### config.mk
export PLATFORM = sky130hd
export DESIGN_NAME = reset_sequencer
export DESIGN_NICKNAME = d
export VERILOG_FILES = /design/src/rtl/reset_sequencer.sv
export SDC_FILE = /design/constraint.sdc
export NUM_CORES = 1
export LEC_CHECK = 0
export BUFFER_PORTS_ARGS = -buffer_cell sky130_fd_sc_hd__clkbuf_2
export CORE_AREA = 2 2 61 63
export DETAILED_ROUTE_END_ITERATION = 7
export DIE_AREA = 0 0 63 65
export HOLD_SLACK_MARGIN = 0.05
export PLACE_DENSITY = 0.79
export SLEW_MARGIN = 20
export SYNTH_ARGS = -nofsm -noshare
export SYNTH_HDL_FRONTEND = slang
export SYNTH_SLANG_ARGS = --single-unit
### constraint.sdc
create_clock -name clk -period 2.4 [get_ports clk]
set_input_delay 0.48 -clock clk [delete_from_list [all_inputs] [get_ports clk]]
set_output_delay 0.48 -clock clk [all_outputs]
set_load 0.01 [all_outputs]
### src/rtl/reset_sequencer.sv
// reset_sequencer: brings up an MMCM and releases the SoC reset once the
// MMCM reports lock. A lock attempt that times out is retried a bounded
// number of times before the sequencer parks in FAULT. A debounced button
// press restarts the whole sequence from any state.
//
// Ports
//   clk          board oscillator clock, the only clock domain
//   rst_n        asynchronous active-low reset
//   btn          raw reset-request button (async, active-high)
//   mmcm_locked  MMCM LOCKED (async to clk)
//   mmcm_rst     active-high MMCM reset (registered)
//   core_rst_n   active-low SoC reset (async assert, sync release)
//   state        current FSM state
//   retry_cnt    failed lock attempts since last RUN entry or press
//   fault        high while in FAULT
//   lock_lost    sticky: lock dropped while in RUN
//
// state       | meaning
// RESET_MMCM  | hold MMCM in reset for MMCM_RST_CYCLES
// WAIT_LOCK   | wait up to LOCK_TIMEOUT cycles for lock
// HOLD        | lock seen, keep core in reset for HOLD_CYCLES
// RUN         | core released, watching for lock loss
// FAULT       | retries exhausted, wait for a button press
module reset_sequencer #(
  parameter int MMCM_RST_CYCLES = 8,
  parameter int LOCK_TIMEOUT    = 1000,
  parameter int HOLD_CYCLES     = 16,
  parameter int DEBOUNCE_CYCLES = 16,
  parameter int MAX_RETRIES     = 3
) (
  input  logic       clk,
  input  logic       rst_n,
  input  logic       btn,
  input  logic       mmcm_locked,
  output logic       mmcm_rst,
  output logic       core_rst_n,
  output logic [2:0] state,
  output logic [3:0] retry_cnt,
  output logic       fault,
  output logic       lock_lost
);

  localparam int MAX_AB = (MMCM_RST_CYCLES > LOCK_TIMEOUT) ? MMCM_RST_CYCLES : LOCK_TIMEOUT;
  localparam int MAX_CD = (HOLD_CYCLES > DEBOUNCE_CYCLES) ? HOLD_CYCLES : DEBOUNCE_CYCLES;
  localparam int MAX_T  = (MAX_AB > MAX_CD) ? MAX_AB : MAX_CD;
  localparam int CNT_W  = $clog2(MAX_T) + 1;

  localparam logic [CNT_W-1:0] MMCM_LAST = CNT_W'(MMCM_RST_CYCLES - 1);
  localparam logic [CNT_W-1:0] TO_LAST   = CNT_W'(LOCK_TIMEOUT - 1);
  localparam logic [CNT_W-1:0] HOLD_LAST = CNT_W'(HOLD_CYCLES - 1);
  localparam logic [CNT_W-1:0] DB_LAST   = CNT_W'(DEBOUNCE_CYCLES - 1);
  localparam logic [CNT_W-1:0] DB_MAX    = CNT_W'(DEBOUNCE_CYCLES);
  localparam logic [3:0]       RETRY_MAX = 4'(MAX_RETRIES);

  typedef enum logic [2:0] {
    S_RESET_MMCM = 3'd0,
    S_WAIT_LOCK  = 3'd1,
    S_HOLD       = 3'd2,
    S_RUN        = 3'd3,
    S_FAULT      = 3'd4
  } state_t;

  logic             r_btn_meta, r_btn_s;
  logic             r_lock_meta, r_lock_s;
  logic [CNT_W-1:0] r_db_cnt;
  logic [CNT_W-1:0] r_cnt;
  state_t           r_state;
  logic [3:0]       r_retry;
  logic             r_mmcm_rst, r_core_rst_n, r_fault, r_lock_lost;

  state_t           w_state_nxt;
  logic [3:0]       w_retry_nxt;
  logic             w_set_lost;
  logic             w_restart;
  logic             w_cnt_clr;
  logic             w_timed;
  logic             w_press;

  always_ff @(posedge clk or negedge rst_n) begin
    if (!rst_n) begin
      r_btn_meta  <= 1'b0;
      r_btn_s     <= 1'b0;
      r_lock_meta <= 1'b0;
      r_lock_s    <= 1'b0;
    end else begin
      r_btn_meta  <= btn;
      r_btn_s     <= r_btn_meta;
      r_lock_meta <= mmcm_locked;
      r_lock_s    <= r_lock_meta;
    end
  end

  // Count saturates one past the fire point so a held button fires once.
  always_ff @(posedge clk or negedge rst_n) begin
    if (!rst_n) begin
      r_db_cnt <= '0;
    end else if (!r_btn_s) begin
      r_db_cnt <= '0;
    end else if (r_db_cnt != DB_MAX) begin
      r_db_cnt <= r_db_cnt + CNT_W'(1);
    end
  end

  assign w_press = r_btn_s && (r_db_cnt == DB_LAST);

  always_comb begin
    w_state_nxt = r_state;
    w_retry_nxt = r_retry;
    w_set_lost  = 1'b0;
    w_restart   = 1'b0;
    if (w_press) begin
      w_state_nxt = S_RESET_MMCM;
      w_retry_nxt = 4'd0;
      w_restart   = 1'b1;
    end else begin
      case (r_state)
        S_RESET_MMCM: begin
          if (r_cnt == MMCM_LAST) w_state_nxt = S_WAIT_LOCK;
        end
        S_WAIT_LOCK: begin
          if (r_lock_s) begin
            w_state_nxt = S_HOLD;
          end else if (r_cnt == TO_LAST) begin
            if (r_retry == RETRY_MAX) begin
              w_state_nxt = S_FAULT;
            end else begin
              w_state_nxt = S_RESET_MMCM;
              if (r_retry != 4'hF) w_retry_nxt = r_retry + 4'd1;
            end
          end
        end
        S_HOLD: begin
          if (!r_lock_s) begin
            w_state_nxt = S_RESET_MMCM;
          end else if (r_cnt == HOLD_LAST) begin
            w_state_nxt = S_RUN;
            w_retry_nxt = 4'd0;
          end
        end
        S_RUN: begin
          if (!r_lock_s) begin
            w_set_lost  = 1'b1;
            w_state_nxt = S_RESET_MMCM;
          end
        end
        S_FAULT: begin
          w_state_nxt = S_FAULT;
        end
        default: begin
          w_state_nxt = S_RESET_MMCM;
        end
      endcase
    end
  end

  // A press while already in RESET_MMCM is a re-entry and restarts the timer.
  assign w_cnt_clr = w_restart || (w_state_nxt != r_state);
  assign w_timed   = (r_state == S_RESET_MMCM) || (r_state == S_WAIT_LOCK) ||
                     (r_state == S_HOLD);

  always_ff @(posedge clk or negedge rst_n) begin
    if (!rst_n) begin
      r_state      <= S_RESET_MMCM;
      r_cnt        <= '0;
      r_retry      <= 4'd0;
      r_mmcm_rst   <= 1'b1;
      r_core_rst_n <= 1'b0;
      r_fault      <= 1'b0;
      r_lock_lost  <= 1'b0;
    end else begin
      r_state <= w_state_nxt;
      if (w_cnt_clr) begin
        r_cnt <= '0;
      end else if (w_timed) begin
        r_cnt <= r_cnt + CNT_W'(1);
      end
      r_retry    <= w_retry_nxt;
      r_mmcm_rst <= (w_state_nxt == S_RESET_MMCM) || (w_state_nxt == S_FAULT);
      r_fault    <= (w_state_nxt == S_FAULT);
      // Release one edge after RUN entry (HOLD_CYCLES+1 edges after HOLD
      // entry), but drop on the same edge that leaves RUN.
      r_core_rst_n <= (r_state == S_RUN) && (w_state_nxt == S_RUN);
      r_lock_lost  <= r_lock_lost | w_set_lost;
    end
  end

  assign mmcm_rst   = r_mmcm_rst;
  assign core_rst_n = r_core_rst_n;
  assign state      = r_state;
  assign retry_cnt  = r_retry;
  assign fault      = r_fault;
  assign lock_lost  = r_lock_lost;

endmodule

## Word level (Yosys, flattened, before mapping)

Index checks and enable logic that the tools add are counted.

| word-level totals | value |
|---|---|
| output and inout port bits | 11 |
| logic and storage cells | 73 |
| flip-flop bits (word level) | 37 |

| cells by class | value |
|---|---|
| equal/unequal tests | 21 |
| reduce and logical (&&, ||, !) cells | 11 |
| bitwise operators | 1 |
| multiplexer cells | 25 |
| add/subtract/negate cells | 3 |

Operators with widths:

| operator | count |
|---|---|
| 11-bit 2-to-1 mux | 4 |
| 4-bit 2-to-1 mux | 7 |
| 3-bit 2-to-1 mux | 8 |
| 11-bit by 1-bit adder with 11-bit output, second input constant | 2 |
| 11-bit by 4-bit equality test with 1-bit output, second input constant | 2 |
| 3-bit != test, second input constant | 6 |
| 3-bit case mux with 5 select lines | 1 |
| 11-bit by 10-bit equality test with 1-bit output, second input constant | 1 |
| 11-bit by 3-bit equality test with 1-bit output, second input constant | 1 |
| 11-bit by 5-bit != test with 1-bit output, second input constant | 1 |
| 3-bit by 2-bit equality test with 1-bit output, second input constant | 3 |
| 4-bit case mux with 2 select lines | 1 |
| 7-bit AND reduction | 1 |
| 3-bit equality test, second input constant | 2 |
| 3-bit logical NOT | 2 |
| 4-bit by 1-bit adder with 4-bit output, second input constant | 1 |
| 4-bit by 2-bit equality test with 1-bit output, second input constant | 1 |
| 1-bit logical OR | 4 |
| 1-bit 2-to-1 mux | 4 |
| 4-bit != test, second input constant | 1 |
| 3-bit by 1-bit equality test with 1-bit output, second input constant | 1 |
| 3-bit != test | 1 |
| 3-bit nonzero test | 1 |
| 1-bit logical AND | 2 |
| 3 further kinds | 3 |

## Depth between registers and ports, before layout

| logic depth | value |
|---|---|
| depth in word-level cells | 9 |
| depth in mapped cells | 7 |
| mapped depth without buffers | 6 |

## Worst setup path before layout

OpenSTA, ideal clock, no wires.

| timing | value |
|---|---|
| path type | flip-flop to flip-flop |
| start | register r_cnt[5] |
| end | register r_cnt[0] |
| path slack | 0.228 ns |
| clock period less this slack | 2.172 ns |
| arrival | 2.037 ns |
| path buffers | 0 |
| stages on the path, launching flop included | 6 |
| library setup time | 0.135 ns |
| required time | 2.265 ns |
| cell sequence | dfrtp_1 -> or4_4 -> or4_4 -> o221ai_4 -> mux2i_4 -> nor3_2 |

| on the way | value |
|---|---|
| word-level cells in the longest chain between the ends | 8 |
| elaborated cells on any way between the ends | 14 |
| classes of those cells | 4 x eq/ne; 8 x mux; 2 x reduce/logical |

RTL lines:

| item | RTL line | RTL |
|---|---|---|
| start: declaration | 66 | `logic [CNT_W-1:0] r_cnt;` |
| start signal: assignment | 175 | `r_cnt <= r_cnt + CNT_W'(1);` |
| 11-bit by 4-bit equality test with 1-bit output or 11-bit by 10-bit equality test with 1-bit output (tied branches) | 135, 123 |  |
| 3-bit 2-to-1 mux (on tied branches) | 135, 123 |  |
| 3-bit 2-to-1 mux (on tied branches) | 133, 121 |  |
| 3-bit case mux with 5 select lines (*) | 116 | `case (r_state)` |
| 3-bit 2-to-1 mux (*) | 111 | `if (w_press) begin` |
| 3-bit != test (*) | 157 | `assign w_cnt_clr = w_restart \|\| (w_state_nxt != r_state);` |
| 1-bit logical OR (*) | 157 |  |
| 11-bit 2-to-1 mux or 2-bit nonzero test (tied branches) | - |  |

Mark *: on every way between the ends. The rest lies on a longest branch, timed or not.
A chain may end at the register's enable or synchronous reset.

## Worst setup path after layout

| timing | value |
|---|---|
| start | register r_cnt[4] |
| end | register r_cnt[5] |

| on the way | value |
|---|---|
| word-level cells in the longest chain between the ends | 8 |
| elaborated cells on any way between the ends | 16 |
| classes of those cells | 1 x add/sub; 4 x eq/ne; 9 x mux; 2 x reduce/logical |

RTL lines:

| item | RTL line |
|---|---|
| 11-bit by 4-bit equality test with 1-bit output or 11-bit by 10-bit equality test with 1-bit output (tied branches) | 135, 123 |
| 3-bit 2-to-1 mux (on tied branches) | 135, 123 |
| 3-bit 2-to-1 mux (on tied branches) | 133, 121 |
| 3-bit case mux with 5 select lines | 116 |
| 3-bit 2-to-1 mux | 111 |
| 3-bit != test | 157 |
| 1-bit logical OR | 157 |
| 11-bit 2-to-1 mux or 2-bit nonzero test (tied branches) | - |

Several ways; a longest one is shown, not always the timed one. The select of a mux whose other input is x is not followed.

==> qor.yml <==
status: "complete, no violations"
clk_latency_ns: 0.35
tns_ns: 0
syn2layout_area_growth_pct: 10.5
vias_per_cell: 5.56
r2r_slack_ns: 0.11
antenna_cells: 0
setup_viol: 0
hold_viol: 0
die-height_um: 65
drive_gt1_share_pct: 24.0
yosysWarningCount: 0
syn_nets: 191
h-tree-depth: 2
cts_hold_buf: 0
cp-end-kind: "register"
clockBufferDepth: 2
gp_congestion: 0.747
rows: 22
fin_nets: 211
crit_fanout: 9
antenna_found_initial: 0
synth_edf_count: 0
slowest_delay_ns: 0.54
hp-class: "primary input to asynchronous set/reset pin"
fp.dieW_um: 63
antenna_left: 0
drc: 0
grt_remaining_overflow: 0
cts_resized: 0
post-route-min-period_ns: 2.29
post_cts_buffers: 0
core-area_um2: 3500
ir_drop_uv: 407
dp_hpwl_mm: 2.55
grt_pass1_wl_mm: 6.29
grt_max_degree: 38
hold_ws_ns: 0.227
dr_total_vias: 1402
synth_seq_cells: 37
cap_violations: 0
post-route-period-util_pct: 95.5
p_leak_nw: 1.03
synthDistinctLibCells: 44
critical_path_required_ns: 2.63
wl_per_cell_um: 13.9
clk_pin_slew_ns: 0.12
dr.pass1.iters: 4
cp_common_cell: "or4_4"
worstPathArrival_ns: 2.52
clock-sinks: 37
fp.dieArea_um2: 4100
pin_count: 15
worst_setup_path_start_kind: "register"
ys_seq_area_share_pct: 47.3
io_buffers: 14
synth_top_area_share_pct: 46.0
yosys.area.top_type: "dfrtp_1"
tightest_slew_ns: 0.881
drt_iter0_markers: 84
cts_buffers: 5
synth_commonest_cells: "dfrtp_1 (36), nor2_1 (12), nand2_1 (11), nand3_1 (11)"
crit_type: "register to register"
grtUsageTotal_pct: 20.0
synth_area_um2: 1960
skew_ns: 0.0105
path_cells: "or4_4 -> or4_4 -> o221ai_4 -> mux2i_4 -> nor3_2"
cts-root-buf: "clkbuf_4"
max-slew-margin-rel_pct: 41.3
rsz0062_at_grt: "no"
synth_area_per_cell_um2: 10.7
start_util_pct: 56.0
finalMaxSlewViolations: 0
cts_tree: "built"
crit_slowest_cell: "or4_4"
yosysMostFrequentCell: "dfrtp_1"
fmax_mhz: 436
postSynthCellCount: 183
async_reset_ff_share_pct: 100
synth.area.top_cells: "dfrtp_1 (46%), nor3_2 (4.6%), xor2_1 (4.5%), xnor2_1 (4.0%), and2_1 (3.2%)"
routed_wl_mm: 3.50
synth_flop_cell: "dfrtp_1"
power_density_nw_per_um2: 806
ff2ff_path_depth: 5
grt_pass1_vias: 1470
flip-flops by register name (all words and copies together) (netlist names), 3 cells and up:
signal and flops:
retry_cnt 4, state 3, r_cnt 11, r_db_cnt 11
report_power, final:
group          total (mW)  internal [mW]  switching (mW)  leakage [nW]
Sequential          0.788          0.703          0.0855         0.494
Combinational       0.604          0.272           0.332         0.495
Clock               0.353          0.143           0.210        0.0382
critical path, delay by kind of cell (launching register included):
| kind | cells | cell delay, ns |
|---|---|---|
| flops | 1 | 0.45 |
| compound gates | 1 | 0.10 |
| simple gates | 3 | 1.14 |
| mux | 1 | 0.49 |
layer usage:
layer  global-route usage, %  vias to the layer above  wire length, um
met3                    5.73                        7              127
met4                    8.33                        0               55
met5                       0                        -                0
met2                    33.9                       21             1730
met1                    23.9                      690             1590
li1                        -                      684                -
kinds of logic (layout without fill, tap and decap cells):
kind of cell / count (synthesis) / after routing / share of synthesized area, %
AO/OA/AOI/OAI: 20 / 20 / 7.98
XOR/XNOR: 19 / 19 / 8.49
adder cells (fa/ha/maj): 4 / 4 / 2.55
buffers and inverters: 10 / 31 / 2.11
flip-flops: 37 / 37 / 47.3
multiplexers: 4 / 4 / 2.68
AND/OR/NAND/NOR: 89 / 89 / 28.9
cells in the final DEF, fill, tap and decap left out, types with 6 or more instances in the layout:
cell type / count
nor2_1: 12
xnor2_1: 9
a21oi_1: 6
and2_1: 10
dfrtp_1: 36
nand3_1: 11
xor2_1: 10
clkbuf_2: 14
nor3_2: 9
nand2_1: 11
metrics by stage:
stage / total power, mW / setup slack, ns / std cells / utilization (%) / cell area [um2]
finish: 1.75 / 0.107 / 252 / 62.0 / 2170
detailed placement: 1.41 / 0.112 / 244 / 60.1 / 2100
floorplan: 1.26 / 0.228 / 183 / - / 1960
global placement: 1.38 / 0.170 / 244 / 60.1 / 2100
CTS: 1.76 / 0.0944 / 252 / 62.0 / 2170
global route: 1.86 / 0.0161 / 252 / 62.0 / 2170
cell type report:
type	instances	area (um2)
multi-input combinational	136	991
fill	304	1330
sequential	37	927
clock buffer	6	51.3
tap	48	60.1
inverter	4	15.0
clock inverter	2	13.8
timing repair buffer	19	108
worst paths after layout:
path	startpoint	end
max	r_cnt[4]	r_cnt[5]
min	rst_n	r_db_cnt[2]
max reg2reg	r_cnt[4]	r_cnt[5]
min reg2reg	r_lock_meta	r_lock_s
max in group asynchronous	rst_n	retry_cnt[1]
min in group clk	mmcm_locked	r_lock_meta
(Power assumes the default switching activity.)
